==> src/rtl/fp32_sub_seq.sv <==
// Multi-cycle IEEE-754 binary32 subtractor (res = a - b) with 1-bit/cycle align and normalise, RNE rounding.
// Optional build macro FP32_SUB_FTZ_EN: denormal inputs and results are flushed to signed zero.
module fp32_sub_seq #(
    parameter int ALIGN_MAX = 27
) (
    input  logic        clk,
    input  logic        rst_n,
    input  logic        in_valid,
    output logic        in_ready,
    input  logic [31:0] a,
    input  logic [31:0] b,
    output logic        out_valid,
    input  logic        out_ready,
    output logic [31:0] res,
    output logic        busy
);
    // Handshake: a transfer happens on a rising edge where valid and ready are both high;
    // in_ready is high only in IDLE, and out_valid/res hold steady until out_ready is seen.
    localparam logic [7:0]  ALIGN_CAP = 8'(ALIGN_MAX);
    localparam logic [31:0] QNAN      = 32'h7FC0_0000;

    typedef enum logic [2:0] {
        S_IDLE, S_UNPACK, S_ALIGN, S_ADD, S_NORM, S_ROUND, S_DONE
    } state_t;

    state_t      state_q, state_d;
    logic [31:0] a_q, a_d, b_q, b_d, res_q, res_d;
    logic        sx_q, sx_d, sy_q, sy_d;
    logic [9:0]  ex_q, ex_d;
    logic [27:0] mx_q, mx_d, my_q, my_d;
    logic [7:0]  cnt_q, cnt_d;

    logic [7:0]  ea, eb, xe_eff, ye_eff, exp_diff;
    logic [22:0] fa, fb;
    logic        a_nan, b_nan, a_inf, b_inf, swap, special;
    logic [31:0] x_op, y_op, special_res;
    logic [27:0] sum;
    logic        round_up;
    logic [24:0] rnd_mant;
    logic [9:0]  rnd_exp;
    logic [31:0] rnd_res;

    // Operand classification; b_q already carries the flipped sign.
    always_comb begin
        ea    = a_q[30:23];
        eb    = b_q[30:23];
        fa    = a_q[22:0];
        fb    = b_q[22:0];
        a_nan = (ea == 8'hFF) && (fa != '0);
        b_nan = (eb == 8'hFF) && (fb != '0);
        a_inf = (ea == 8'hFF) && (fa == '0);
        b_inf = (eb == 8'hFF) && (fb == '0);
`ifdef FP32_SUB_FTZ_EN
        if (ea == 8'h00) fa = '0;
        if (eb == 8'h00) fb = '0;
`endif
        swap     = b_q[30:0] > a_q[30:0];
        x_op     = swap ? {b_q[31], eb, fb} : {a_q[31], ea, fa};
        y_op     = swap ? {a_q[31], ea, fa} : {b_q[31], eb, fb};
        xe_eff   = (x_op[30:23] == 8'h00) ? 8'd1 : x_op[30:23];
        ye_eff   = (y_op[30:23] == 8'h00) ? 8'd1 : y_op[30:23];
        exp_diff = xe_eff - ye_eff;

        special     = 1'b1;
        special_res = QNAN;
        if (a_nan || b_nan)     special_res = QNAN;
        else if (a_inf && b_inf) special_res = (a_q[31] != b_q[31]) ? QNAN : {a_q[31], 8'hFF, 23'h0};
        else if (a_inf)          special_res = {a_q[31], 8'hFF, 23'h0};
        else if (b_inf)          special_res = {b_q[31], 8'hFF, 23'h0};
        else                     special = 1'b0;
    end

    // Rounding on {hidden, frac} with G/R/S in the low three bits.
    always_comb begin
        round_up = mx_q[2] & (mx_q[1] | mx_q[0] | mx_q[3]);
        rnd_mant = {1'b0, mx_q[26:3]} + {24'h0, round_up};
        rnd_exp  = ex_q + {9'h0, rnd_mant[24]};
        if (rnd_exp >= 10'd255)  rnd_res = {sx_q, 8'hFF, 23'h0};
        else if (rnd_mant[24])   rnd_res = {sx_q, rnd_exp[7:0], 23'h0};
        else if (rnd_mant[23])   rnd_res = {sx_q, rnd_exp[7:0], rnd_mant[22:0]};
        else begin
`ifdef FP32_SUB_FTZ_EN
            rnd_res = {sx_q, 31'h0};
`else
            rnd_res = {sx_q, 8'h00, rnd_mant[22:0]};
`endif
        end
    end

    always_comb begin
        state_d = state_q;
        a_d     = a_q;
        b_d     = b_q;
        res_d   = res_q;
        sx_d    = sx_q;
        sy_d    = sy_q;
        ex_d    = ex_q;
        mx_d    = mx_q;
        my_d    = my_q;
        cnt_d   = cnt_q;
        sum     = (sx_q == sy_q) ? (mx_q + my_q) : (mx_q - my_q);
        unique case (state_q)
            S_IDLE: begin
                if (in_valid) begin
                    a_d     = a;
                    b_d     = {~b[31], b[30:0]};
                    state_d = S_UNPACK;
                end
            end
            S_UNPACK: begin
                if (special) begin
                    res_d   = special_res;
                    state_d = S_DONE;
                end else begin
                    sx_d    = x_op[31];
                    sy_d    = y_op[31];
                    ex_d    = {2'b00, xe_eff};
                    mx_d    = {1'b0, x_op[30:23] != 8'h00, x_op[22:0], 3'b000};
                    my_d    = {1'b0, y_op[30:23] != 8'h00, y_op[22:0], 3'b000};
                    cnt_d   = (exp_diff > ALIGN_CAP) ? ALIGN_CAP : exp_diff;
                    state_d = S_ALIGN;
                end
            end
            S_ALIGN: begin
                if (cnt_q != 8'd0) begin
                    my_d  = {1'b0, my_q[27:2], my_q[1] | my_q[0]};
                    cnt_d = cnt_q - 8'd1;
                end else begin
                    state_d = S_ADD;
                end
            end
            S_ADD: begin
                // Exact zero: -0 only when both addends were -0, otherwise +0.
                if (sum == '0) begin
                    mx_d = '0;
                    ex_d = 10'd1;
                    sx_d = (sx_q == sy_q) ? sx_q : 1'b0;
                end else begin
                    mx_d = sum;
                end
                state_d = S_NORM;
            end
            S_NORM: begin
                if (mx_q[27]) begin
                    mx_d = {1'b0, mx_q[27:2], mx_q[1] | mx_q[0]};
                    ex_d = ex_q + 10'd1;
                end else if (!mx_q[26] && (ex_q > 10'd1)) begin
                    mx_d = {mx_q[26:0], 1'b0};
                    ex_d = ex_q - 10'd1;
                end else begin
                    state_d = S_ROUND;
                end
            end
            S_ROUND: begin
                res_d   = rnd_res;
                state_d = S_DONE;
            end
            S_DONE: begin
                if (out_ready) state_d = S_IDLE;
            end
            default: state_d = S_IDLE;
        endcase
    end

    always_ff @(posedge clk or negedge rst_n) begin
        if (!rst_n) begin
            state_q <= S_IDLE;
            a_q     <= '0;
            b_q     <= '0;
            res_q   <= '0;
            sx_q    <= 1'b0;
            sy_q    <= 1'b0;
            ex_q    <= '0;
            mx_q    <= '0;
            my_q    <= '0;
            cnt_q   <= '0;
        end else begin
            state_q <= state_d;
            a_q     <= a_d;
            b_q     <= b_d;
            res_q   <= res_d;
            sx_q    <= sx_d;
            sy_q    <= sy_d;
            ex_q    <= ex_d;
            mx_q    <= mx_d;
            my_q    <= my_d;
            cnt_q   <= cnt_d;
        end
    end

    assign in_ready  = (state_q == S_IDLE);
    assign out_valid = (state_q == S_DONE);
    assign busy      = (state_q != S_IDLE);
    assign res       = res_q;
endmodule
==> config.mk <==
export PLATFORM = sky130hd
export DESIGN_NAME = fp32_sub_seq
export DESIGN_NICKNAME = d
export VERILOG_FILES = /design/src/rtl/fp32_sub_seq.sv
export SDC_FILE = /design/constraint.sdc
export NUM_CORES = 1
export LEC_CHECK = 0
export CAP_MARGIN = 0
export CELL_PAD_IN_SITES_DETAIL_PLACEMENT = 0
export CELL_PAD_IN_SITES_GLOBAL_PLACEMENT = 1
export CORE_MARGIN = 2
export CORE_UTILIZATION = 41
export CTS_CLUSTER_DIAMETER = 100
export DETAILED_ROUTE_END_ITERATION = 12
export PLACE_DENSITY_LB_ADDON = 0.05
export REMOVE_ABC_BUFFERS = 1
export SYNTH_ARGS = -nofsm -noshare
export SYNTH_HDL_FRONTEND = slang
export SYNTH_SLANG_ARGS = --single-unit
export TNS_END_PERCENT = 100
==> constraint.sdc <==
create_clock -name clk -period 5.4 [get_ports clk]
set_clock_uncertainty 0.05 [all_clocks]
set_input_delay 1.62 -clock clk [delete_from_list [all_inputs] [get_ports clk]]
set_output_delay 1.62 -clock clk [all_outputs]
set_load 0.05 [all_outputs]
==> impl_metrics.ini <==
[cells_and_area]
antenna_cells = 0
layout.nets = 1830
final_area_sq_um = 15390
syn2layout_area_growth_pct = 20.19
drive_gt1_frac = 0.09894
mostFrequentLayoutCell = nand2_1
mostFrequentLayoutCells = nand2_1, dfrtp_1, nor2_1
post-route-util = 0.5018

[cts]
clkSlewWorstSetupHoldPaths_ps = 70
root_buffer = clkbuf_16
insertion_delay_ps = 460
clock_sinks = 174
htreeDepth = 4
cts_tree = built
cts_buffers = 17
clk_path_buf_depth = 2

[worst_setup_path]
timing.rr.end = mx_q[0]
path_common_cell = or3_4
rrSetupSlack_ps = 150
worst_setup_path_start_kind = register
worstRegToRegCells = 19
worstSetupEndpointType = register
cp.required_ps = 5690
cp_num_cells = 19
crit_chain = or3_4 -> or3_4 -> or3_4 -> o41ai_4 -> xnor2_2 -> ha_1 -> buf_4 -> a21oi_4 -> o211ai_1 -> a41o_1 -> nor2b_1 -> nor3_2 -> nor2_1 -> xnor2_1 -> or4_4 -> o31ai_4 -> buf_12 -> clkbuf_16 -> o22ai_1
crit_fanout = 7
cp-endpoint = mx_q[0]
worst_path_max_delay_cell = or4_4
cp_top_family = simple AND/OR/NAND/NOR gates
r2r-start = my_q[5]
setup.worst_path.start = my_q[5]
slowest_delay_ps = 560
crit_buf_inv = 3
worst-setup-path-type = reg -> reg
worstPathArrival_ps = 5540

[grt]
grt_pass1_vias = 11580
antenna_found_initial = 0
grt_first_pass_wirelength_microns = 64630
grt_util_all_layers = 0.2487
grt_max_degree = 95
grt-ovfl-total = 0

[placement]
post-place-ws_ps = -80.92
placed_cell_area_sq_um = 14510
io_buffer_count = 102
hpwl_microns = 30570
gp_congestion = 0.8917

[run]
maxCapViolCount = 0

[hold_path]
holdCritStartpoint = res[13]
hold_class = reg -> reg

[outcome]
status = completed

[floorplanning]
die_area_sq_um = 32660
fp.dieW_microns = 180.7
start_util = 0.4175
core_area_sq_um = 30670
io_pins = 103
die_y_microns = 180.7
rows = 64

[route]
drtAntennaViolNets = 0
drcViolationCount = 0
firstDrtPassIters = 5
detail_route.iter0.violations = 859
via_per_inst = 5.739
wirelength_microns = 40470
vias = 12020
routedWlPerCell_microns = 19.33

[timing]
slew_headroom = 0.2400
setup_viol = 0
rsz0062_at_grt = true
final_max_slew_viol_count = 0
period_minus_slack_ps = 5249
fmax_ghz = 0.1905
setup_tns_ps = 0
hold_viol_final = 0
worst_pin_slew_ps = 1140
finalWorstSetupSlack_ps = 151.0
finalCritPeriodShare = 0.9720

[yosys]
seq_area_frac_synth = 0.3400
syn_inst = 1579
synth_edf_count = 0
netlist_area_sq_um = 12800
ys_ff_latch = 174
synth_warnings = 0
ys.flop_type = dfrtp_1
synth.distinct_cells = 76
avgSynthCellArea_sq_um = 8.109
synthArstFlopShare = 1.000
state kept, by name, summed over array words and instances, names as in the netlist:
signal and flops:
a_q 32, b_q 32, cnt_q 8, ex_q 10, mx_q 28, my_q 27, res 32, state_q 3
sx_q 1, sy_q 1
timing repair:
item,in CTS,in global routing
setup buffers,0,7
gates resized for setup,2,35
cloned,0,3
hold buffers,0,0
endpoints found under the setup margin,24,37
pin swaps,0,12
synthesized netlist by cell type (16+ instances only):
master	number	area (sq um)
nand3_1	36	180.2
clkbuf_1	71	266.5
nor2_1	132	495.5
nor4_1	29	181.4
o21ai_0	122	610.6
xnor2_1	45	394.1
a31oi_1	16	100.1
nand2_1	224	840.8
dfrtp_1	174	4354
xor2_1	48	420.4
ha_1	74	925.9
mux2i_1	36	360.4
o21a_1	23	172.7
o22ai_1	40	250.2
a21oi_1	132	660.6
a221oi_1	19	166.4
a21o_1	17	127.6
nand4_1	28	175.2
inv_1	72	270.3
nor3_1	25	125.1
worst min path at each step:
stage               endpoint  slack, ps  cells after the start
floorplan           cnt_q[6]        400                      1
global placement     res[14]        410                      2
detailed placement   res[16]        420                      2
CTS                  res[16]        430                      2
global route         res[16]        460                      2
finish               res[13]        420                      2
tightest hold or removal path, cell delays in order, from the launching register on:
cell and delay, ps:
dfrtp_1 340, nand2_1 40, o21ai_0 50
metrics by stage:
stage / cells / hold slack, ps
finish: 2094 / 424.5
CTS: 2084 / 434.7
floorplan: 1489 / 401.8
global route: 2094 / 457.0
global placement: 2053 / 410.2
detailed placement: 2053 / 419.4
final cells by class:
| cell class | count | area, sq um |
|---|---|---|
| Multi-Input combinational cell | 1243 | 8003 |
| Sequential cell | 174 | 4355 |
| Inverter | 72 | 270.3 |
| Tap cell | 396 | 495.5 |
| Clock inverter | 14 | 158.9 |
| Fill cell | 3007 | 15280 |
| Timing Repair Buffer | 178 | 1682 |
| Clock buffer | 17 | 425.4 |
per-layer routing:
metal | GRT usage | share of wire | vias to the layer above | routed length [microns]
li1 | - | - | 5926 | -
met5 | 0 | 0 | - | 0
met3 | 0.03991 | 0.054 | 29 | 2184
met1 | 0.3662 | 0.49 | 5710 | 19740
met2 | 0.3802 | 0.44 | 353 | 17990
met4 | 0.06065 | 0.014 | 0 | 553
logic make-up after synthesis:
logic type,after synthesis,synth area share
buffers and inverters,162,0.04983
DFF,174,0.3400
muxes,44,0.03518
and+or+nand+nor,562,0.2041
xor gates and xnor gates,93,0.06361
AOI/OAI and AO/OA,468,0.2318
adders and majority gates,76,0.07544
Power is not shown: default switching activity piles up to over one toggle a cycle in this logic, so the estimate is an artifact.
==> RTL edit 1, RTL diff (same settings) <==
`b_q` no longer has a reset.
--- a/src/rtl/fp32_sub_seq.sv
+++ b/src/rtl/fp32_sub_seq.sv
@@ -166,7 +166,6 @@
         if (!rst_n) begin
             state_q <= S_IDLE;
             a_q     <= '0;
-            b_q     <= '0;
             res_q   <= '0;
             sx_q    <= 1'b0;
             sy_q    <= 1'b0;
@@ -177,7 +176,6 @@
         end else begin
             state_q <= state_d;
             a_q     <= a_d;
-            b_q     <= b_d;
             res_q   <= res_d;
             sx_q    <= sx_d;
             sy_q    <= sy_d;
@@ -188,6 +186,10 @@
         end
     end
 
+    always_ff @(posedge clk) begin
+        b_q <= b_d;
+    end
+
     assign in_ready  = (state_q == S_IDLE);
     assign out_valid = (state_q == S_DONE);
     assign busy      = (state_q != S_IDLE);
Formal check against the unedited RTL: no difference found for any inputs over 4 cycles, from zero or initial values and one cycle with rst_n low; that may be too few to reach the edited logic, so the function may still have changed.
==> RTL edit 1 against the original RTL <==
Count of clock-buffer cells in the layout grew 1; final cell count shrank 4.6%; synthesized area shrank 2.4%; setup slack gained 40 ps; utilization shrank 0.59 points; wire length shrank 10%; highest routed layer unchanged; sequential cell count is the same; fmax grew 0.76%; largest cell class unchanged; synthesized cell count shrank 4.4%; final area shrank 4.0%.
Power is left out: the tool's default activity adds up to more than one toggle a clock period on the data nets, which glitch-free logic cannot reach.
==> RTL edit 1: results <==
export IMPL_status="complete, no violations"
export IMPL_clkTransAtPathRegs_ps=80
export IMPL_synth_cell_types=75
export IMPL_synth_area_per_cell_sq_um=8.28
export IMPL_post_drt_via_cell_ratio=5.60
export IMPL_wl_per_cell_microns=18.2
export IMPL_critical_path_max_stage_delay_ps=490
export IMPL_cts_htree_levels=4
export IMPL_pre_cts_ws_ps=-143
export IMPL_hold_start="res[11]$_DFFE_PN0P_"
export IMPL_timing_slew_headroom_pct=25.1
export IMPL_insertion_delay_ps=450
export IMPL_async_reset_ff_share_pct=81.6
export IMPL_gp_congestion=0.924
export IMPL_synth_compound_area_share_pct=23.4
export IMPL_n_antenna_cell=0
export IMPL_numPortBuffers=102
export IMPL_crit_start="a_q[2]$_DFFE_PN0P_"
export IMPL_hpwl_microns=27900
export IMPL_place_area_sq_mm=0.0140
export IMPL_synth_adder_area_share_pct=7.73
export IMPL_grt_pass1_vias=10500
export IMPL_fillers=2951
export IMPL_final_layout_size_suffix_gt1_share_pct=7.21
export IMPL_synth_area_leaders="dfrtp_1 28%, edfxtp_1 7.7%, ha_1 7.4%"
export IMPL_synth_commonest_cells="165 x nor2_1, 158 x o21ai_0, 156 x nand2_1"
export IMPL_hold_class="flip-flop to flip-flop"
export IMPL_stdcell_count=1998
export IMPL_regArea_sq_mm=0.00451
export IMPL_drtIter0Drc=861
export IMPL_clockBufferDepth=2
export IMPL_grtUsageTotal_pct=23.5
export IMPL_synth_xor_area_share_pct=5.82
export IMPL_first_pass_iters=8
export IMPL_cp_arrival_ps=5430
export IMPL_crit_fanout=9
export IMPL_synthMuxAreaShare_pct=3.16
export IMPL_nets=1739
export IMPL_yosysSeqAreaShare_pct=36.1
export IMPL_grt_max_degree=88
export IMPL_grt_pass1_wl_microns=58100
export IMPL_antenna_found_initial=2
export IMPL_critical_path_slowest_cell="o41a_1"
export IMPL_synth_edff_count=32
export IMPL_critPathTopFamily="compound AO/OA/AOI/OAI gates"
RTL edit 1: cell types whose count changed in the layout (fill, tap and decap cells not counted), sizes merged, moves of 32 or more:
cell / delta
o21ai: +45
dfrtp: -32
buf: -36
nand2: -68
edfxtp: +32
nor2: +33
o22ai: -32
RTL edit 1: what timing repair did:
action | CTS | global route
gates cloned | 1 | 0
endpoints found under the setup margin | 4 | 36
gates resized for setup | 4 | 22
buffers inserted | 1 | 6
pin swaps | 1 | 8
RTL edit 1: worst paths after layout:
| path | endpoint | slack (ps) | depth (start not counted) |
|---|---|---|---|
| max | cnt_q[1]$_DFFE_PN0P_ | 190 | 21 |
| min in group asynchronous | ex_q[9]$_DFFE_PN0P_ | 1100 | 1 |
| min reg2reg | res[11]$_DFFE_PN0P_ | 430 | 2 |
| max reg2reg | cnt_q[1]$_DFFE_PN0P_ | 190 | 21 |
| min | res[11]$_DFFE_PN0P_ | 430 | 2 |
| max in group asynchronous | a_q[4]$_DFFE_PN0P_ | 3350 | 2 |
RTL edit 1: final cells by class:
type / count / area share (%)
clock inverter: 14 / 0.957
timing repair buffer: 140 / 9.04
sequential: 174 / 30.6
tap: 390 / 3.30
multi-input combinational: 1190 / 51.3
clock buffer: 18 / 2.97
inverter: 72 / 1.83
RTL edit 1: metal layers:
metal / GRT usage, % / wire (microns) / up-vias / share of wire (%)
met1: 36.4 / 18800 / 5224 / 52
met2: 34.0 / 15200 / 276 / 42
met3: 3.37 / 1730 / 34 / 4.8
met5: 0 / 0 / - / 0
met4: 5.69 / 507 / 0 / 1.4
li1: - / - / 5653 / -
==> RTL edit 2, RTL diff (same settings) <==
Without the edit above. The option `FP32_SUB_FTZ_EN` is turned on by a define.
--- a/src/rtl/fp32_sub_seq.sv
+++ b/src/rtl/fp32_sub_seq.sv
@@ -1,5 +1,7 @@
 // Multi-cycle IEEE-754 binary32 subtractor (res = a - b) with 1-bit/cycle align and normalise, RNE rounding.
 // Optional build macro FP32_SUB_FTZ_EN: denormal inputs and results are flushed to signed zero.
+`define FP32_SUB_FTZ_EN
+
 module fp32_sub_seq #(
     parameter int ALIGN_MAX = 27
 ) (
Formal check against the unedited RTL: same outputs for any inputs over 4 cycles, from zero or initial values and one cycle with rst_n low; that may be too few to reach the edited logic, so the function may still have changed.
==> RTL edit 2 against the original RTL <==
Final area decreased by 1.3%; wire length increased by 0.64%; fmax increased by 2.5%; setup slack improved by 130 ps; synthesized area increased by 1.4%; sequential cell count unchanged; die area increased by 1.4%.
Power is left out: the tool's default activity adds up to more than one toggle a clock period on the data nets, which glitch-free logic cannot reach.
==> RTL edit 2: results <==
export IMPL_async_reset_ff_share_pct=100
export IMPL_synth_cell_types=80
export IMPL_synth_area_leaders="dfrtp_1 34%, nand2_1 9.2%, ha_1 7.1%"
export IMPL_grtUsageTotal_pct=25.1
export IMPL_grt_pass1_wl_microns=65300
export IMPL_critical_path_max_stage_delay_ps=450
export IMPL_timing_slew_headroom_pct=39.6
export IMPL_r2r_start="a_q[29]$_DFFE_PN0P_"
export IMPL_post_drt_via_cell_ratio=5.79
export IMPL_pre_cts_ws_ps=-162
export IMPL_reg2reg_slack_ps=280
export IMPL_hold_start="res[21]$_DFFE_PN0P_"
export IMPL_routed_wl_microns=40700
export IMPL_critical_path_class="flip-flop to flip-flop"
export IMPL_fillers=3116
export IMPL_crit_fanout=14
export IMPL_gp_congestion=0.908
export IMPL_grt_max_degree=92
export IMPL_final_layout_size_suffix_gt1_share_pct=6.79
export IMPL_synth_area_per_cell_sq_um=7.94
export IMPL_hpwl_microns=31100
export IMPL_place_area_sq_mm=0.0145
export IMPL_dp_cells=2085
export IMPL_critPathTopFamily="compound AO/OA/AOI/OAI gates"
export IMPL_cp_arrival_ps=5380
export IMPL_clockBufferDepth=2
export IMPL_fmaxAchievable_mhz=195
export IMPL_clkTransAtPathRegs_ps=70
export IMPL_synth_commonest_cells="318 x nand2_1, 174 x dfrtp_1, 153 x o21ai_0"
export IMPL_grt_pass1_vias=11600
export IMPL_r2r_worst_path_cells=21
export IMPL_reg2reg_to="cnt_q[4]$_DFFE_PN0P_"
export IMPL_hold_class="flip-flop to flip-flop"
export IMPL_status="complete, no violations"
export IMPL_n_antenna_cell=0
export IMPL_wl_per_cell_microns=19.2
export IMPL_yosysSeqAreaShare_pct=33.5
export IMPL_drtIter0Drc=879
export IMPL_critical_path_slowest_cell="dfrtp_1"
export IMPL_nets=1853
-- RTL edit 2: cell count changes in the layout (fill, tap and decap cells not counted), moves of 11 or more --
| cell | before | now |
|---|---|---|
| nand3_1 | 36 | 60 |
| a31oi_1 | 16 | 27 |
| buf_4 | 69 | 46 |
| o21ai_0 | 119 | 153 |
| mux2i_1 | 33 | 12 |
| nor2_1 | 131 | 107 |
| a221oi_1 | 18 | 3 |
| a222oi_1 | 8 | 24 |
| a21oi_1 | 126 | 69 |
| o31ai_1 | 2 | 17 |
| nand2_1 | 224 | 318 |
| o22ai_1 | 40 | 8 |
| o211ai_1 | 10 | 48 |
-- RTL edit 2: kinds of logic (layout without fill, tap and decap cells) --
kind of cell	Yosys count	after routing	synth area share (%)
AO/OA/AOI/OAI	466	466	23.8
XOR/XNOR	87	87	5.92
adder cells (fa/ha/maj)	76	76	7.44
buffers and inverters	157	244	4.62
flip-flops	174	174	33.5
multiplexers	24	24	1.94
AND/OR/NAND/NOR	651	651	22.8
-- RTL edit 2: final cells by class --
| class | count | share of cell area [%] |
|---|---|---|
| Multi-Input combinational cell | 1304 | 53.2 |
| Sequential cell | 174 | 28.7 |
| Timing Repair Buffer | 150 | 9.27 |
| Tap cell | 402 | 3.31 |
| Clock buffer | 21 | 3.10 |
| Inverter | 62 | 1.53 |
| Clock inverter | 11 | 0.873 |
-- RTL edit 2: what timing repair did --
action	4_1_cts	5_1_grt
gates resized for setup	0	10
setup buffers	4	3
pin swaps	1	3
endpoints found under the setup margin	5	16
-- RTL edit 2: metal layers --
layer  track usage, %  wire (microns)  share of wire (%)  vias up
met5                0               0                  0        -
met4             8.13            1020                2.5        0
met3             3.25            2010                4.9       44
met2             38.4           17600                 43      350
met1             36.6           20100                 49     5815
li1                 -               -                  -     6084
-- RTL edit 2: worst register-to-register path: cells and delay by family, from the launching register on --
kind | cells | cell delay [ps]
adder cells (fa/ha/maj) | 3 | 770
multiplexers | 1 | 350
AND/OR/NAND/NOR | 6 | 1060
buffers and inverters | 4 | 450
AO/OA/AOI/OAI | 7 | 1840
flip-flops | 1 | 450
-- RTL edit 2: worst min path at each step --
stage          slack, ps  cells past startpoint                    to
2_1_floorplan        410                      2  cnt_q[6]$_DFFE_PN0P_
3_3_place_gp         410                      2   res[15]$_DFFE_PN0P_
3_5_place_dp         420                      2   res[19]$_DFFE_PN0P_
4_1_cts              430                      2   res[19]$_DFFE_PN0P_
5_1_grt              450                      2   res[15]$_DFFE_PN0P_
6_report             430                      2   res[21]$_DFFE_PN0P_
-- RTL edit 2: stage by stage --
stage               utilization (%)  hold slack (ps)  setup TNS (ps)
floorplan                         -              414          -66640
global placement               46.1              410            -137
detailed placement             46.1              419            -754
CTS                            48.2              434               0
global route                   48.4              448               0
finish                         48.4              426               0
